### src/rtl/ysyx_22050039_core_seq_pkg.sv
// ---------------------------------------------------------------------------
// ysyx_22050039_core_seq_pkg
// Shared definitions for the multi-cycle instruction sequencer:
//   - STATE_W        : width of the one-hot state vector
//   - state_e        : one-hot state encoding
//   - HALT_*         : halt_code values reported on halt
//   - is_wait_state  : states in which the handshake watchdog runs
// ---------------------------------------------------------------------------
package ysyx_22050039_core_seq_pkg;

  localparam int STATE_W = 10;

  typedef enum logic [STATE_W-1:0] {
    S_RESET    = 10'b00_0000_0001,
    S_IF_REQ   = 10'b00_0000_0010,
    S_IF_WAIT  = 10'b00_0000_0100,
    S_ID       = 10'b00_0000_1000,
    S_EX       = 10'b00_0001_0000,
    S_EX_WAIT  = 10'b00_0010_0000,
    S_MEM_REQ  = 10'b00_0100_0000,
    S_MEM_WAIT = 10'b00_1000_0000,
    S_WB       = 10'b01_0000_0000,
    S_HALT     = 10'b10_0000_0000
  } state_e;

  localparam logic [1:0] HALT_EBREAK  = 2'd0;
  localparam logic [1:0] HALT_INV     = 2'd1;
  localparam logic [1:0] HALT_TIMEOUT = 2'd2;

  // States that wait on an external handshake and are therefore watched.
  function automatic logic is_wait_state(input state_e s);
    return (s == S_IF_REQ) || (s == S_IF_WAIT) || (s == S_EX_WAIT) ||
           (s == S_MEM_REQ) || (s == S_MEM_WAIT);
  endfunction

endpackage

### src/rtl/ysyx_22050039_watchdog.sv
// ---------------------------------------------------------------------------
// ysyx_22050039_watchdog
// Saturating handshake watchdog. Counts cycles while en is high, clears on
// clr, and never wraps.
// Ports:
//   clk     in  : core clock
//   rst     in  : asynchronous active-low reset
//   clr     in  : clear the count (state change)
//   en      in  : count this cycle (sequencer is in a wait state)
//   expired out : the count reaches TIMEOUT with this cycle
// ---------------------------------------------------------------------------
module ysyx_22050039_watchdog
  import ysyx_22050039_core_seq_pkg::*;
#(
  parameter int          TIMEOUT_W = 16,
  parameter int unsigned TIMEOUT   = 32'h0000_FFFF
) (
  input  logic clk,
  input  logic rst,
  input  logic clr,
  input  logic en,
  output logic expired
);

  localparam logic [TIMEOUT_W-1:0] LIMIT = TIMEOUT[TIMEOUT_W-1:0];
  localparam logic [TIMEOUT_W-1:0] ONE   = {{(TIMEOUT_W-1){1'b0}}, 1'b1};

  logic [TIMEOUT_W-1:0] r_cnt;
  logic [TIMEOUT_W-1:0] w_cnt_inc;

  // Saturate at all-ones instead of wrapping back to zero.
  assign w_cnt_inc = (r_cnt == {TIMEOUT_W{1'b1}}) ? r_cnt : r_cnt + ONE;

  // The cycle being spent now is counted: expiry fires in the cycle whose
  // increment makes the count equal TIMEOUT, so TIMEOUT wait cycles elapse
  // before the sequencer leaves for HALT.
  assign expired = en && (w_cnt_inc == LIMIT);

  always_ff @(posedge clk or negedge rst) begin
    if (!rst) begin
      r_cnt <= '0;
    end else if (clr) begin
      r_cnt <= '0;
    end else if (en) begin
      r_cnt <= w_cnt_inc;
    end
  end

endmodule

### src/rtl/ysyx_22050039_core_seq.sv
// ---------------------------------------------------------------------------
// ysyx_22050039_core_seq
// Multi-cycle instruction sequencer for the RV64 core: fetch, decode,
// execute, memory, writeback. Owns all handshakes and stalls, gates the
// register/PC write enables to one pulse per retired instruction and halts
// on ebreak, invalid instruction or handshake timeout.
//
// Optional feature macro: YSYX_22050039_PERF_CNT_EN adds perf_cycle and
// perf_instret (64-bit, wrapping) outputs.
//
// Ports:
//   clk, rst (async, active-low)
//   ifu_req_valid/ifu_req_ready/ifu_resp_valid : instruction fetch handshake
//   inst_latch                                 : load instruction register
//   dec_wreg/wpc/mdu/load/store/ebreak/invalid : decoder flags
//   mdu_start/mdu_done                         : mul/div unit handshake
//   mem_req_valid/mem_req_ready/mem_resp_valid : load/store handshake
//   reg_wen, pc_wen, pc_redirect               : writeback enables
//   halted, halt_code                          : halt status (sticky)
// ---------------------------------------------------------------------------
module ysyx_22050039_core_seq
  import ysyx_22050039_core_seq_pkg::*;
#(
  parameter int          TIMEOUT_W = 16,
  parameter int unsigned TIMEOUT   = 32'h0000_FFFF
) (
  input  logic        clk,
  input  logic        rst,
  output logic        ifu_req_valid,
  input  logic        ifu_req_ready,
  input  logic        ifu_resp_valid,
  output logic        inst_latch,
  input  logic        dec_wreg,
  input  logic        dec_wpc,
  input  logic        dec_mdu,
  input  logic        dec_load,
  input  logic        dec_store,
  input  logic        dec_ebreak,
  input  logic        dec_invalid,
  output logic        mdu_start,
  input  logic        mdu_done,
  output logic        mem_req_valid,
  input  logic        mem_req_ready,
  input  logic        mem_resp_valid,
  output logic        reg_wen,
  output logic        pc_wen,
  output logic        pc_redirect,
  output logic        halted,
  output logic [1:0]  halt_code
`ifdef YSYX_22050039_PERF_CNT_EN
  ,
  output logic [63:0] perf_cycle,
  output logic [63:0] perf_instret
`endif
);

  state_e     r_state;
  state_e     w_state_nxt;
  logic [1:0] w_halt_code_nxt;
  logic       w_inst_latch;
  logic       w_wd_clr;
  logic       w_wd_en;
  logic       w_wd_expired;

  assign w_wd_en  = is_wait_state(r_state);
  assign w_wd_clr = (w_state_nxt != r_state);

  ysyx_22050039_watchdog #(
    .TIMEOUT_W (TIMEOUT_W),
    .TIMEOUT   (TIMEOUT)
  ) u_watchdog (
    .clk     (clk),
    .rst     (rst),
    .clr     (w_wd_clr),
    .en      (w_wd_en),
    .expired (w_wd_expired)
  );

  // Next-state logic. A completing handshake is tested before the watchdog,
  // so a handshake that lands in the expiry cycle still proceeds.
  always_comb begin
    w_state_nxt     = r_state;
    w_halt_code_nxt = halt_code;
    w_inst_latch    = 1'b0;
    unique case (r_state)
      S_RESET: w_state_nxt = S_IF_REQ;
      S_IF_REQ: begin
        if (ifu_req_ready) begin
          if (ifu_resp_valid) begin
            w_inst_latch = 1'b1;
            w_state_nxt  = S_ID;
          end else begin
            w_state_nxt  = S_IF_WAIT;
          end
        end else if (w_wd_expired) begin
          w_state_nxt     = S_HALT;
          w_halt_code_nxt = HALT_TIMEOUT;
        end
      end
      S_IF_WAIT: begin
        if (ifu_resp_valid) begin
          w_inst_latch = 1'b1;
          w_state_nxt  = S_ID;
        end else if (w_wd_expired) begin
          w_state_nxt     = S_HALT;
          w_halt_code_nxt = HALT_TIMEOUT;
        end
      end
      S_ID: begin
        if (dec_invalid) begin
          w_state_nxt     = S_HALT;
          w_halt_code_nxt = HALT_INV;
        end else if (dec_ebreak) begin
          w_state_nxt     = S_HALT;
          w_halt_code_nxt = HALT_EBREAK;
        end else begin
          w_state_nxt     = S_EX;
        end
      end
      S_EX: begin
        if (dec_mdu)                    w_state_nxt = S_EX_WAIT;
        else if (dec_load || dec_store) w_state_nxt = S_MEM_REQ;
        else                            w_state_nxt = S_WB;
      end
      S_EX_WAIT: begin
        if (mdu_done) begin
          w_state_nxt = S_WB;
        end else if (w_wd_expired) begin
          w_state_nxt     = S_HALT;
          w_halt_code_nxt = HALT_TIMEOUT;
        end
      end
      S_MEM_REQ: begin
        if (mem_req_ready) begin
          // Stores and loads whose data arrives with the acceptance skip MEM_WAIT.
          if (dec_store || mem_resp_valid) w_state_nxt = S_WB;
          else                             w_state_nxt = S_MEM_WAIT;
        end else if (w_wd_expired) begin
          w_state_nxt     = S_HALT;
          w_halt_code_nxt = HALT_TIMEOUT;
        end
      end
      S_MEM_WAIT: begin
        if (mem_resp_valid) begin
          w_state_nxt = S_WB;
        end else if (w_wd_expired) begin
          w_state_nxt     = S_HALT;
          w_halt_code_nxt = HALT_TIMEOUT;
        end
      end
      S_WB:    w_state_nxt = S_IF_REQ;
      S_HALT:  w_state_nxt = S_HALT;
      default: w_state_nxt = S_RESET;
    endcase
  end

  // Fetch completion is the only output allowed to react within the cycle.
  assign inst_latch = w_inst_latch;

  // State register plus Moore outputs, registered from the next state so each
  // output is valid for exactly the cycles spent in its state.
  always_ff @(posedge clk or negedge rst) begin
    if (!rst) begin
      r_state       <= S_RESET;
      ifu_req_valid <= 1'b0;
      mdu_start     <= 1'b0;
      mem_req_valid <= 1'b0;
      reg_wen       <= 1'b0;
      pc_wen        <= 1'b0;
      pc_redirect   <= 1'b0;
      halted        <= 1'b0;
      halt_code     <= 2'd0;
    end else begin
      r_state       <= w_state_nxt;
      ifu_req_valid <= (w_state_nxt == S_IF_REQ);
      mdu_start     <= (w_state_nxt == S_EX) && dec_mdu;
      mem_req_valid <= (w_state_nxt == S_MEM_REQ);
      reg_wen       <= (w_state_nxt == S_WB) && dec_wreg;
      pc_wen        <= (w_state_nxt == S_WB);
      pc_redirect   <= (w_state_nxt == S_WB) && dec_wpc;
      halted        <= (w_state_nxt == S_HALT);
      halt_code     <= w_halt_code_nxt;
    end
  end

`ifdef YSYX_22050039_PERF_CNT_EN
  always_ff @(posedge clk or negedge rst) begin
    if (!rst) begin
      perf_cycle   <= 64'd0;
      perf_instret <= 64'd0;
    end else begin
      if ((r_state != S_RESET) && (r_state != S_HALT)) perf_cycle <= perf_cycle + 64'd1;
      if (r_state == S_WB) perf_instret <= perf_instret + 64'd1;
    end
  end
`endif

endmodule

### config.mk
export PLATFORM = sky130hd
export DESIGN_NAME = ysyx_22050039_core_seq
export DESIGN_NICKNAME = d
export VERILOG_FILES = /design/src/rtl/ysyx_22050039_core_seq_pkg.sv /design/src/rtl/ysyx_22050039_watchdog.sv /design/src/rtl/ysyx_22050039_core_seq.sv
export SDC_FILE = /design/constraint.sdc
export NUM_CORES = 1
export LEC_CHECK = 0
export ABC_AREA = 1
export ABC_CLOCK_PERIOD_IN_PS = 3140
export BUFFER_PORTS_ARGS = -buffer_cell sky130_fd_sc_hd__buf_2
export CAP_MARGIN = 10
export CORE_ASPECT_RATIO = 1.2
export CORE_UTILIZATION = 60
export CTS_CLUSTER_DIAMETER = 120
export DETAILED_ROUTE_END_ITERATION = 7
export GPL_TIMING_DRIVEN = 0
export PLACE_DENSITY = 0.82
export SYNTH_ARGS = -nofsm -noshare
export SYNTH_HDL_FRONTEND = slang
export SYNTH_SLANG_ARGS = --single-unit
### constraint.sdc
create_clock -name clk -period 3.14 [get_ports clk]
set_clock_uncertainty 0.1 [all_clocks]
set_input_delay 0.628 -clock clk [delete_from_list [all_inputs] [get_ports clk]]
set_output_delay 0.628 -clock clk [all_outputs]
set_load 0.02 [all_outputs]
* After elaboration in Yosys (flattened, before gate mapping)
Index checks and enable logic that the tools add are counted.
W data, S select, Z words.
** Storage, ports and cells
- Flip-flop bits (word level) :: 35
- Input bits :: 14
- Output and inout bits :: 10
- Bits in latches :: 0
- Memory bits (writable) :: 0
- Memories :: 0
- Bits in read-only memories :: 0
** Operators by class
- Multipliers :: 0
- Shift-type cells :: 0
- Divide/modulo/power cells :: 0
- Reductions and logical operators :: 14
- Order comparisons :: 0
- Add/subtract/negate cells :: 1
- Mux-type cells :: 28
- Bitwise gates (word level) :: 0
- Equal/unequal tests :: 24
** Operator list (number)
- $pmux W10 S9 :: 1
- $mux W10 :: 8
- $mux W16 :: 3
- $eq A16 B16 Y1 const B :: 2
- $mux W9 :: 3
- $eq A10 B10 Y1 const B :: 2
- $eq A10 B2 Y1 const B :: 2
- $eq A10 B5 Y1 const B :: 2
- $eq A10 B7 Y1 const B :: 2
- $eq A10 B9 Y1 const B :: 2
- $add A16 B1 Y16 const B :: 1
- $mux W2 :: 8
- $pmux W2 S6 :: 1
- $eq A10 B1 Y1 const B :: 1
- $eq A10 B3 Y1 const B :: 1
- $eq A10 B4 Y1 const B :: 1
- $eq A10 B6 Y1 const B :: 1
- $eq A10 B8 Y1 const B :: 1
- $ne A10 B10 Y1 :: 1
- $ne A2 B2 Y1 const B :: 5
- $reduce_and A7 Y1 :: 1
- $logic_or A1 B1 Y1 :: 6
- $reduce_bool A6 Y1 :: 1
- $logic_and A1 B1 Y1 :: 4
- 6 further kinds :: 7

* Logic depth before layout (Yosys ltp)
Gate-level depths: netlist (run 1).
- Word-level depth :: 11
- Mapped depth :: 20
- Depth with buffers taken out :: 19

* Cells and area by module
From an unflattened synthesis (run 1), not the netlist that was laid out.
** Unflattened totals
- Cell total of the unflattened synthesis :: 389
- Area, all modules :: 2586.2 um^2
** By module, submodules not included
- ysyx_22050039_core_seq :: cells each 214, area each 1428.9 um^2, times used 1
- ysyx_22050039_watchdog :: cells each 175, area each 1157.4 um^2, times used 1

* Worst setup path after synthesis (run 1)
Ideal clock, no wire load.
- Path kind :: register to register
- Start point :: reg u_watchdog.r_cnt[0]
- End point :: reg u_watchdog.r_cnt[10]
- Path buffers :: 2
- Setup time :: 0.123 ns
- Path slack :: 0.765 ns
- Cell stages (with the launch flop) :: 19
- Arrival time :: 2.153 ns
- Clock period less this slack :: 2.375 ns
- Cell sequence :: dfrtp_1 -> ha_1 -> nand3_2 -> inv_2 -> nand2_4 -> nor2_8 -> inv_4 -> buf_6 -> o21ai_0 -> nand3_1 -> nor2_2 -> nand2_2 -> o31ai_1 -> nand2_1 -> nand2_1 -> nor2_2 -> nand3_2 -> buf_6 -> nor2_2
** On the way
- Longest elaborated chain between the ends :: 9
- Elaborated cells between the ends (all ways) :: 16
** Ends and longest elaborated chain
- from (decl) :: RTL line ysyx_22050039_watchdog.sv:28 : logic [TIMEOUT_W-1:0] r_cnt;
- from (signal assigned) :: RTL line ysyx_22050039_watchdog.sv:45 : r_cnt <= w_cnt_inc;
- $add A16 B1 Y16 / $eq A16 B16 Y1 (equally long branches) :: RTL line ysyx_22050039_watchdog.sv:32 : assign w_cnt_inc = (r_cnt == {TIMEOUT_W{1'b1}}) ? r_cnt : r_cnt + ONE;
- $mux W16 * :: RTL line ysyx_22050039_watchdog.sv:32
- $eq A16 B16 Y1 :: RTL line ysyx_22050039_watchdog.sv:37 : assign expired = en && (w_cnt_inc == LIMIT);
- $logic_and A1 B1 Y1 :: RTL line ysyx_22050039_watchdog.sv:37
- $mux W10
- $mux W10 (on tied branches)
- $pmux W10 S9 :: RTL line ysyx_22050039_core_seq.sv:85 : unique case (r_state)
- $ne A10 B10 Y1 :: RTL line ysyx_22050039_core_seq.sv:66 : assign w_wd_clr = (w_state_nxt != r_state);
- $mux W16 / $reduce_bool A2 Y1 (equally long branches)
Mark *: on every way between the ends. The rest lies on a longest branch, timed or not. The select of a mux whose other input is x is not followed.
A chain may end at the register's enable or synchronous reset.

* Worst setup path after layout (run 1)
- Start point :: reg u_watchdog.r_cnt[1]
- End point :: reg u_watchdog.r_cnt[13]
Same word-level chain as after synthesis.

==> flow_metrics.py, run 1 <==
metrics = {
    "outcome": {
        "outcome": "completed",
    },
    "timing": {
        "tns_ps": 0,
        "setup_slack_ps": 264,
        "slew_headroom_pct": 47.0,
        "finalHoldViolations": 0,
        "fin_crit_sh_pct": 91.6,
        "worstMarginPinSlew_ps": 795,
        "timing.hold.ws_ps": 324,
        "finalCriticalPeriod_ps": 2880,
        "max_freq_ghz": 0.348,
        "setup_viol": 0,
        "drv_slew": 0,
    },
    "pwr": {
        "p_sw_uw": 830,
        "p_int_uw": 995,
        "switching_share_pct": 45.5,
        "seqPwrFrac_pct": 36.3,
        "power_leakage_uw": 0.00148,
        "power_density_mw_per_mm2": 649,
        "clockPowerShare_pct": 17.4,
        "ir_drop_v": 0.000490,
        "power.total_uw": 1820,
        "comb_power_share_pct": 46.3,
    },
    "critical_path": {
        "setup.worst_path.end_class": "flip-flop",
        "rr_startpoint": "u_watchdog.r_cnt[1]",
        "cpMostUsedCell": "nor2_2",
        "worst_setup_path_start_kind": "flip-flop",
        "worst_path_max_delay_cell": "dfrtp_1",
        "r2r_end": "u_watchdog.r_cnt[13]",
        "path_cells": "ha_2 -> nand3_2 -> inv_2 -> nand2_4 -> nor2_8 -> o21ai_0 -> nor2_1 -> nand3_1 -> nor2_2 -> nand2_2 -> o31ai_1 -> nand2_1 -> nand2_1 -> nor2_2 -> nand3_4 -> buf_8 -> nor2_2",
        "arrival_ps": 2940,
        "ff2ff_path_depth": 17,
        "critical_path_peak_fanout": 10,
        "crit_required_ps": 3210,
        "r2r_setup_slack_ps": 260,
        "crit_type": "flip-flop to flip-flop",
        "slowest_delay_ps": 420,
    },
    "yosys": {
        "ys_seq_area_share_pct": 34.7,
        "ys_async_sr_fraction_pct": 100,
        "ys_seq_elements": 35,
        "synth.distinct_cells": 37,
        "ys_warn_count": 0,
        "syn_area_per_cell_sq_um": 6.51,
        "synth_area_sq_mm": 0.00253,
        "synth-edff-count": 0,
        "synth_top_flop_cell": "dfrtp_1",
        "synth_fp_nets": 403,
        "netlist_instances": 388,
    },
    "routing": {
        "drc": 0,
        "viasPerCell": 5.26,
        "routed_wl_um": 6090,
        "postRouteAntennaNets": 0,
        "firstDrtPassIters": 4,
        "drt_iter0_markers": 180,
        "num_vias": 2486,
        "wl_per_cell_um": 12.9,
    },
    "clock_tree": {
        "cts_tree": "yes",
        "root_buffer": "clkbuf_8",
        "cts_buffer_depth": 2,
        "htreeDepth": 2,
        "cts.clk_slew.worst_paths_ps": 70,
        "cts_sinks": 35,
        "numCtsBuffers": 5,
        "clock_latency_ps": 290,
    },
    "floorplan": {
        "coreArea_sq_mm": 0.00397,
        "die_width_um": 61.2,
        "dieArea_sq_mm": 0.00448,
        "io_pins": 24,
        "die_y_um": 73.1,
        "initial_utilization_pct": 63.6,
        "rows": 25,
    },
    "final_layout": {
        "final_util_pct": 70.8,
        "nNetsFinal": 433,
        "area_growth_syn_to_layout_pct": 11.3,
        "final_cell_mix": "89 x nand2_1, 62 x inv_1, 57 x nor2_1",
        "fillers": 373,
        "layout_commonest_cell": "nand2_1",
        "drive_above_1_share_pct": 15.8,
        "num_antenna_cells": 0,
    },
    "grt": {
        "antenna_found_initial": 0,
        "grt-ovfl-total": 0,
        "grt_max_degree": 36,
        "grt_pass1_vias": 2413,
        "grt_usage_pct": 31.3,
        "grt_pass1_wl_um": 10200,
    },
    "placed_design": {
        "port_buffers": 23,
        "dp_hpwl_um": 4790,
        "gp_congestion": 0.919,
        "place_ws_ps": 212,
    },
    "worst_hold_path": {
        "hold_class": "input port to asynchronous set/reset pin",
    },
    "run": {
        "drv_cap": 0,
    },
}
-- cell usage after synthesis (all sizes together), types with 2 or more instances --
library cell | n | share of area, %
a211oi | 2 | 0.59
o21ai | 32 | 6.5
inv | 64 | 9.6
nand3 | 43 | 9.1
dfrtp | 34 | 34
buf | 3 | 1.0
nor4 | 2 | 0.50
nor2 | 78 | 14
nand4 | 10 | 2.5
nand2 | 94 | 15
nor3 | 4 | 0.79
a21oi | 5 | 0.99
xor2 | 4 | 1.4
-- area by class of cell --
cell class	instances	area [sq um]	share of cell area, %
Clock buffer	7	76.3	2.71
Multi-Input combinational cell	284	1390	49.4
Clock inverter	1	5.00	0.178
Sequential cell	35	878	31.2
Buffer	4	33.8	1.20
Tap cell	54	67.6	2.40
Inverter	65	246	8.77
Timing Repair Buffer	23	115	4.09
-- how the worst max path moves through the flow --
| stage | end | cells past startpoint | slack [ps] | from |
|---|---|---|---|---|
| finish | u_watchdog.r_cnt[13] | 17 | 260 | u_watchdog.r_cnt[1] |
| global route | u_watchdog.r_cnt[10] | 17 | -2 | u_watchdog.r_cnt[1] |
| CTS | u_watchdog.r_cnt[5] | 16 | 180 | u_watchdog.r_cnt[0] |
| detailed placement | u_watchdog.r_cnt[13] | 17 | 210 | u_watchdog.r_cnt[0] |
| global placement | u_watchdog.r_cnt[15] | 16 | 230 | u_watchdog.r_cnt[0] |
| floorplan | u_watchdog.r_cnt[10] | 18 | 760 | u_watchdog.r_cnt[0] |
-- critical path, delay by kind of cell (launching register included) --
family                   cells  cell delay (ps)
flip-flops                   1              420
AO/OA/AOI/OAI                2              230
AND/OR/NAND/NOR             12             1430
buffers and inverters        2              310
adder cells (fa/ha/maj)      1              230
-- logic make-up (layout without fill, tap and decap cells) --
group | after synthesis | in the layout | synth area share [%]
compound gates | 44 | 44 | 9.61
xor+xnor | 5 | 5 | 1.73
flops | 35 | 35 | 34.7
fa+ha+maj | 1 | 1 | 0.495
simple gates | 234 | 234 | 42.5
buf+inv | 69 | 100 | 10.9
-- sequential cells by signal (all words and copies together) (netlist names) --
signal / cells
pc_wen: 1
ifu_req_valid: 1
u_watchdog.r_cnt: 16
reg_wen: 1
pc_redirect: 1
halt_code: 2
halted: 1
r_state: 10
mem_req_valid: 1
mdu_start: 1
-- routing by layer --
metal  vias up  track usage [%]  share of wire, %
met1      1132             33.7                40
met2        53             58.1                54
met4         0             12.4               1.8
met5         -                0                 0
li1       1292                -                 -
met3         9             5.67               4.4
-- power groups by stage --
stage / combinational (uW) / sequential (uW) / clock [uW]
2_1_floorplan: 595 / 665 / 0
3_3_place_gp: 798 / 665 / 0
3_5_place_dp: 808 / 665 / 0
4_1_cts: 814 / 656 / 328
5_1_grt: 959 / 673 / 338
6_report: 846 / 662 / 317
-- through the flow --
stage	instance area, sq um	std cells
after floorplan	2530	388
after global placement	2710	465
after detailed placement	2710	465
after CTS	2790	473
after global routing	2810	473
final	2810	473
-- what timing repair did --
| item | CTS | global route |
|---|---|---|
| endpoints found under the setup margin | 0 | 10 |
| gates resized for setup | 0 | 8 |
| hold buffers | 0 | 0 |
| buffers inserted | 0 | 0 |
Power figures use the tool's default switching activity.
==> run 2: changes to the inputs <==
--- a/config.mk
+++ b/config.mk
@@ -5,16 +5,16 @@
 export SDC_FILE = /design/constraint.sdc
 export NUM_CORES = 1
 export LEC_CHECK = 0
-export ABC_AREA = 1
 export ABC_CLOCK_PERIOD_IN_PS = 3140
-export BUFFER_PORTS_ARGS = -buffer_cell sky130_fd_sc_hd__buf_2
+export BUFFER_PORTS_ARGS = -buffer_cell sky130_fd_sc_hd__clkbuf_2
 export CAP_MARGIN = 10
 export CORE_ASPECT_RATIO = 1.2
-export CORE_UTILIZATION = 60
+export CORE_UTILIZATION = 59
 export CTS_CLUSTER_DIAMETER = 120
 export DETAILED_ROUTE_END_ITERATION = 7
 export GPL_TIMING_DRIVEN = 0
-export PLACE_DENSITY = 0.82
+export PLACE_DENSITY = 0.81
+export SKIP_CTS_REPAIR_TIMING = 1
 export SYNTH_ARGS = -nofsm -noshare
 export SYNTH_HDL_FRONTEND = slang
 export SYNTH_SLANG_ARGS = --single-unit
==> run 2 against run 1 <==
Effect of this change: synthesized cell count down 34%; register-to-register slack worse by 70 ps; final cell count fell by 26%; via count down 13%; hold slack gained 11 ps; critical path depth is 7 lower; power fell by 16%; die area fell by 3.4%; area after synthesis fell by 5.1%; critical endpoint is now ifu_req_valid; largest power group unchanged.
==> flow_metrics.py, run 2 <==
metrics = {
    "outcome": {
        "outcome": "completed",
    },
    "pwr": {
        "power.total_uw": 1530,
        "power_density_mw_per_mm2": 564,
        "power_leakage_uw": 0.00114,
        "ir_drop_v": 0.000458,
    },
    "yosys": {
        "synth_area_sq_mm": 0.00240,
        "synth_top_area_share_pct": 35.5,
        "synth_compound_gate_area_share_pct": 16.2,
        "syn_area_per_cell_sq_um": 9.33,
        "synth_top_area_cell": "dfrtp_1",
        "synth_fa_ha_area_share_pct": 0.522,
        "ys_warn_count": 0,
        "synth_area_leaders": "dfrtp_1 35%, nor4_2 6.3%, nand4_1 4.2%, mux2i_1 2.9%, nor2_1 2.8%",
        "synth_most_common_cell": "dfrtp_1",
        "synth.distinct_cells": 55,
        "synthMuxAreaShare_pct": 3.86,
        "ys_seq_elements": 35,
        "synth_xor_area_share_pct": 4.02,
        "ys_seq_area_share_pct": 36.6,
        "synth_top_flop_cell": "dfrtp_1",
        "ys_async_sr_fraction_pct": 100,
        "synth_common_cells": "34 x dfrtp_1, 18 x nor2_1, 17 x nand2_1",
        "netlist_instances": 257,
        "synth_fp_nets": 272,
        "synth_top_family_by_area": "simple AND/OR/NAND/NOR gates",
        "yosys.area_share.simple_pct": 32.7,
        "synth-edff-count": 0,
    },
    "timing": {
        "setup_viol": 0,
        "grt_setup_unrepaired": "no",
        "worstMarginPinSlew_ps": 846,
        "fin_crit_sh_pct": 93.9,
        "finalHoldViolations": 0,
        "timing.hold.ws_ps": 335,
        "finalCriticalPeriod_ps": 2950,
        "drv_slew": 0,
        "setup_slack_ps": 192,
        "max_freq_ghz": 0.339,
        "tns_ps": 0,
        "slew_headroom_pct": 43.6,
    },
    "final_layout": {
        "final_util_pct": 69.3,
        "seqCellArea_sq_um": 877,
        "drive_above_1_share_pct": 26.2,
        "fillers": 347,
        "reg.largest.list": "u_watchdog.r_cnt x16, r_state x10, halt_code x2",
        "largest_register_ffs": 16,
        "multiInputGateArea_sq_mm": 0.00138,
        "num_antenna_cells": 0,
        "area_growth_syn_to_layout_pct": 13.1,
        "final_cell_mix": "34 x dfrtp_1, 23 x clkbuf_2, 18 x nor2_1",
        "nNetsFinal": 308,
        "layout_commonest_cell": "dfrtp_1",
        "regMostFlops": "u_watchdog.r_cnt",
    },
    "routing": {
        "viasPerCell": 6.20,
        "postRouteAntennaNets": 0,
        "drc": 0,
        "num_vias": 2159,
        "firstDrtPassIters": 4,
        "drt_iter0_markers": 212,
        "wl_per_cell_um": 15.9,
        "routed_wl_um": 5530,
    },
    "critical_path": {
        "r2r_setup_slack_ps": 190,
        "cp.depth": 10,
        "crit_buf_inv": 3,
        "worst_path_max_delay_cell": "dfrtp_1",
        "setup.worst_path.end_class": "flip-flop",
        "r2r_end": "ifu_req_valid",
        "worst_setup_path_start_kind": "flip-flop",
        "ff2ff_path_depth": 10,
        "crit_type": "flip-flop to flip-flop",
        "path_cells": "ha_1 -> and3_1 -> buf_2 -> nand4_1 -> o211ai_1 -> o211ai_1 -> nor4_4 -> buf_4 -> buf_4 -> o32ai_1",
        "crit_required_ps": 3200,
        "slowest_delay_ps": 490,
        "critical_path_peak_fanout": 10,
        "cpLargestDelayFamily": "simple AND/OR/NAND/NOR gates",
        "rr_startpoint": "u_watchdog.r_cnt[0]",
        "arrival_ps": 3010,
    },
    "grt": {
        "grt_pass1_vias": 2024,
        "grt_pass1_wl_um": 9080,
        "grt-ovfl-total": 0,
        "antenna_found_initial": 0,
        "grt_max_degree": 36,
        "grt_usage_pct": 28.2,
    },
    "placed_design": {
        "dp_hpwl_um": 4200,
        "gp_congestion": 1.00,
        "port_buffers": 23,
        "place_ws_ps": -17.5,
    },
    "worst_hold_path": {
        "hold_class": "input port to asynchronous set/reset pin",
    },
    "clock_tree": {
        "numCtsBuffers": 5,
        "cts_buffer_depth": 2,
        "root_buffer": "clkbuf_8",
        "clock_latency_ps": 290,
        "cts.clk_slew.worst_paths_ps": 70,
        "htreeDepth": 2,
        "cts_sinks": 35,
        "cts_tree": "yes",
    },
    "floorplan": {
        "initial_utilization_pct": 61.3,
        "die_width_um": 60.2,
        "coreArea_sq_mm": 0.00391,
        "io_pins": 24,
        "rows": 25,
        "dieArea_sq_mm": 0.00432,
        "die_y_um": 71.8,
    },
    "run": {
        "drv_cap": 0,
    },
}
## run 2: layout make-up
cell class | count | share of cell area (%)
Multi-Input combinational cell | 195 | 50.7
Sequential cell | 35 | 32.3
Timing Repair Buffer | 29 | 5.91
Buffer | 18 | 4.15
Clock buffer | 6 | 2.68
Tap cell | 54 | 2.49
Inverter | 9 | 1.25
Clock inverter | 2 | 0.461
## run 2: layer usage
layer	global-route usage, %	vias to the layer above	share of wire (%)
li1	-	1054	-
met3	4.33	13	3.9
met4	13.2	0	2.7
met1	31.6	1027	39
met5	0	-	0
met2	50.5	65	55
## run 2: how the worst max path moves through the flow
stage / endpoint / from
floorplan: inst_latch / r_state[3]
global placement: ifu_req_valid / u_watchdog.r_cnt[0]
detailed placement: ifu_req_valid / u_watchdog.r_cnt[0]
CTS: ifu_req_valid / u_watchdog.r_cnt[0]
global route: ifu_req_valid / u_watchdog.r_cnt[0]
finish: ifu_req_valid / u_watchdog.r_cnt[0]
## run 2: logic make-up (layout without fill, tap and decap cells)
| family | Yosys count | in the layout |
|---|---|---|
| simple gates | 123 | 123 |
| buf+inv | 27 | 64 |
| compound gates | 51 | 51 |
| mux | 9 | 9 |
| xor+xnor | 11 | 11 |
| fa+ha+maj | 1 | 1 |
| flops | 35 | 35 |
## run 2: report_power, final
| part | total (uW) | internal [uW] | switching (uW) |
|---|---|---|---|
| Clock | 314 | 155 | 159 |
| Combinational | 681 | 249 | 432 |
| Sequential | 535 | 496 | 39.1 |
## run 2: metrics by stage
| step | instance area (sq um) | std cells |
|---|---|---|
| 2_1_floorplan | 2400 | 257 |
| 3_3_place_gp | 2580 | 334 |
| 3_5_place_dp | 2580 | 334 |
| 4_1_cts | 2670 | 342 |
| 5_1_grt | 2710 | 348 |
| 6_report | 2710 | 348 |
==> run 3: changes to the inputs <==
--- a/config.mk
+++ b/config.mk
@@ -14,6 +14,7 @@
 export DETAILED_ROUTE_END_ITERATION = 7
 export GPL_TIMING_DRIVEN = 0
 export PLACE_DENSITY = 0.81
+export SETUP_SLACK_MARGIN = 0.4
 export SKIP_CTS_REPAIR_TIMING = 1
 export SYNTH_ARGS = -nofsm -noshare
 export SYNTH_HDL_FRONTEND = slang
==> run 3 against run 2 <==
Effect of this change: power up 4.2%; global-route usage unchanged; sequential share of layout area shrank 1.3 points; critical path depth fell by 4; final area rose by 4.7%; sequential power grew 0.9%; final cell count grew 1.7%; worst setup slack improved by 210 ps; flip-flop and latch count stayed put; critical path type is now flip-flop to primary output; first-iteration DRC count is 8.5% higher; clock power is essentially flat.
==> flow_metrics.py, run 3 (synthesis gave the netlist of run 2 again) <==
metrics = {
    "outcome": {
        "outcome": "completed",
    },
    "final_layout": {
        "largest_register_ffs": 16,
        "layout_commonest_cell": "dfrtp_1",
        "regMostFlops": "u_watchdog.r_cnt",
        "num_antenna_cells": 0,
        "stdcell_area_sq_mm": 0.00284,
        "final_cell_mix": "31 x dfrtp_1, 22 x clkbuf_2, 18 x nor2_1",
        "area_growth_syn_to_layout_pct": 18.4,
        "nNetsFinal": 314,
        "reg.largest.list": "u_watchdog.r_cnt x16, r_state x10, halt_code x2",
        "final_util_pct": 72.6,
        "drive_above_1_share_pct": 30.7,
    },
    "timing": {
        "setup_viol": 0,
        "slew_headroom_pct": 43.1,
        "finalHoldViolations": 0,
        "grt_setup_unrepaired": "yes",
        "finalCriticalPeriod_ps": 2730,
        "drv_slew": 0,
        "max_freq_ghz": 0.366,
        "worstMarginPinSlew_ps": 854,
        "fin_crit_sh_pct": 87.1,
    },
    "grt": {
        "antenna_found_initial": 0,
        "grt-ovfl-total": 0,
        "grt_pass1_vias": 2024,
        "grt_usage_pct": 28.2,
        "grt_max_degree": 36,
        "grt_pass1_wl_um": 9080,
    },
    "critical_path": {
        "r2r_setup_slack_ps": 470,
        "slowest_delay_ps": 550,
        "r2r_end": "u_watchdog.r_cnt[10]",
        "ff2ff_path_depth": 9,
        "rr_startpoint": "r_state[0]",
        "critPathLaunch": "r_state[3]",
        "worst_path_max_delay_cell": "or4_4",
        "setup.worst_path.end_class": "primary output",
        "crit_type": "flip-flop to primary output",
        "arrival_ps": 2010,
        "critical_path_peak_fanout": 7,
        "path_cells": "buf_6 -> or4_4 -> nor3_4 -> nand4_1 -> a21boi_1 -> buf_4",
        "worst_setup_path_start_kind": "flip-flop",
        "crit_required_ps": 2410,
    },
    "placed_design": {
        "gp_congestion": 1.00,
        "port_buffers": 23,
        "placed_area_sq_mm": 0.00258,
        "dp_hpwl_um": 4200,
    },
    "clock_tree": {
        "cts_tree": "yes",
        "root_buffer": "clkbuf_8",
        "cts_sinks": 35,
        "cts_buffer_depth": 2,
        "clock_latency_ps": 290,
        "cts.clk_slew.worst_paths_ps": 70,
        "htreeDepth": 2,
        "numCtsBuffers": 5,
    },
    "floorplan": {
        "initial_utilization_pct": 61.3,
        "die_width_um": 60.2,
        "die_y_um": 71.8,
        "coreArea_sq_mm": 0.00391,
        "rows": 25,
        "io_pins": 24,
        "dieArea_sq_mm": 0.00432,
    },
    "pwr": {
        "ir_drop_v": 0.000460,
        "power_leakage_uw": 0.00118,
        "power.total_uw": 1590,
        "power_density_mw_per_mm2": 561,
    },
    "routing": {
        "postRouteAntennaNets": 0,
        "num_vias": 2231,
        "routed_wl_um": 5760,
        "drt_iter0_markers": 230,
        "firstDrtPassIters": 5,
        "viasPerCell": 6.30,
        "wl_per_cell_um": 16.3,
        "drc": 0,
    },
    "run": {
        "drv_cap": 0,
    },
    "worst_hold_path": {
        "hold_class": "input port to asynchronous set/reset pin",
    },
}
-- run 3: worst max path at each step --
stage	to	slack, ps	cells past startpoint
final	inst_latch	410	6
after global routing	r_state[7]	330	11
after CTS	ifu_req_valid	-40	9
after detailed placement	ifu_req_valid	-20	9
after global placement	ifu_req_valid	-10	9
after floorplan	inst_latch	560	5
-- run 3: area by class of cell --
cell class / instances / area (sq um)
Buffer: 18 / 126
Clock buffer: 6 / 72.6
Clock inverter: 2 / 12.5
Fill cell: 313 / 1070
Inverter: 9 / 33.8
Multi-Input combinational cell: 195 / 1430
Sequential cell: 35 / 881
Tap cell: 54 / 67.6
Timing Repair Buffer: 35 / 211
-- run 3: worst max-delay path: cells and delay by family, from the launching register on --
| kind | cells | cell delay, ps |
|---|---|---|
| simple gates | 3 | 880 |
| flops | 1 | 370 |
| buf+inv | 2 | 300 |
| compound gates | 1 | 170 |
-- run 3: metrics by stage --
step                      setup TNS, ps  hold slack [ps]  instances  setup slack [ps]
after global placement            -13.1              393        334             -13.1
after global routing                  0              426        354               327
final                                 0              336        354               405
after CTS                         -59.7              365        342             -42.8
after floorplan                       0              232        257               555
after detailed placement          -18.6              401        334             -17.5
-- run 3: report_power, final --
group	internal [uW]	switching (uW)
Clock	155	160
Combinational	285	453
Sequential	499	41.6
Total	938	655
-- run 3: metal layers --
layer  up-vias  track usage (%)  share of wire, %
met3        24             4.33               3.8
li1       1067                -                 -
met4         0             13.2               3.4
met5         -                0                 0
met2        78             50.5                54
met1      1062             31.6                39
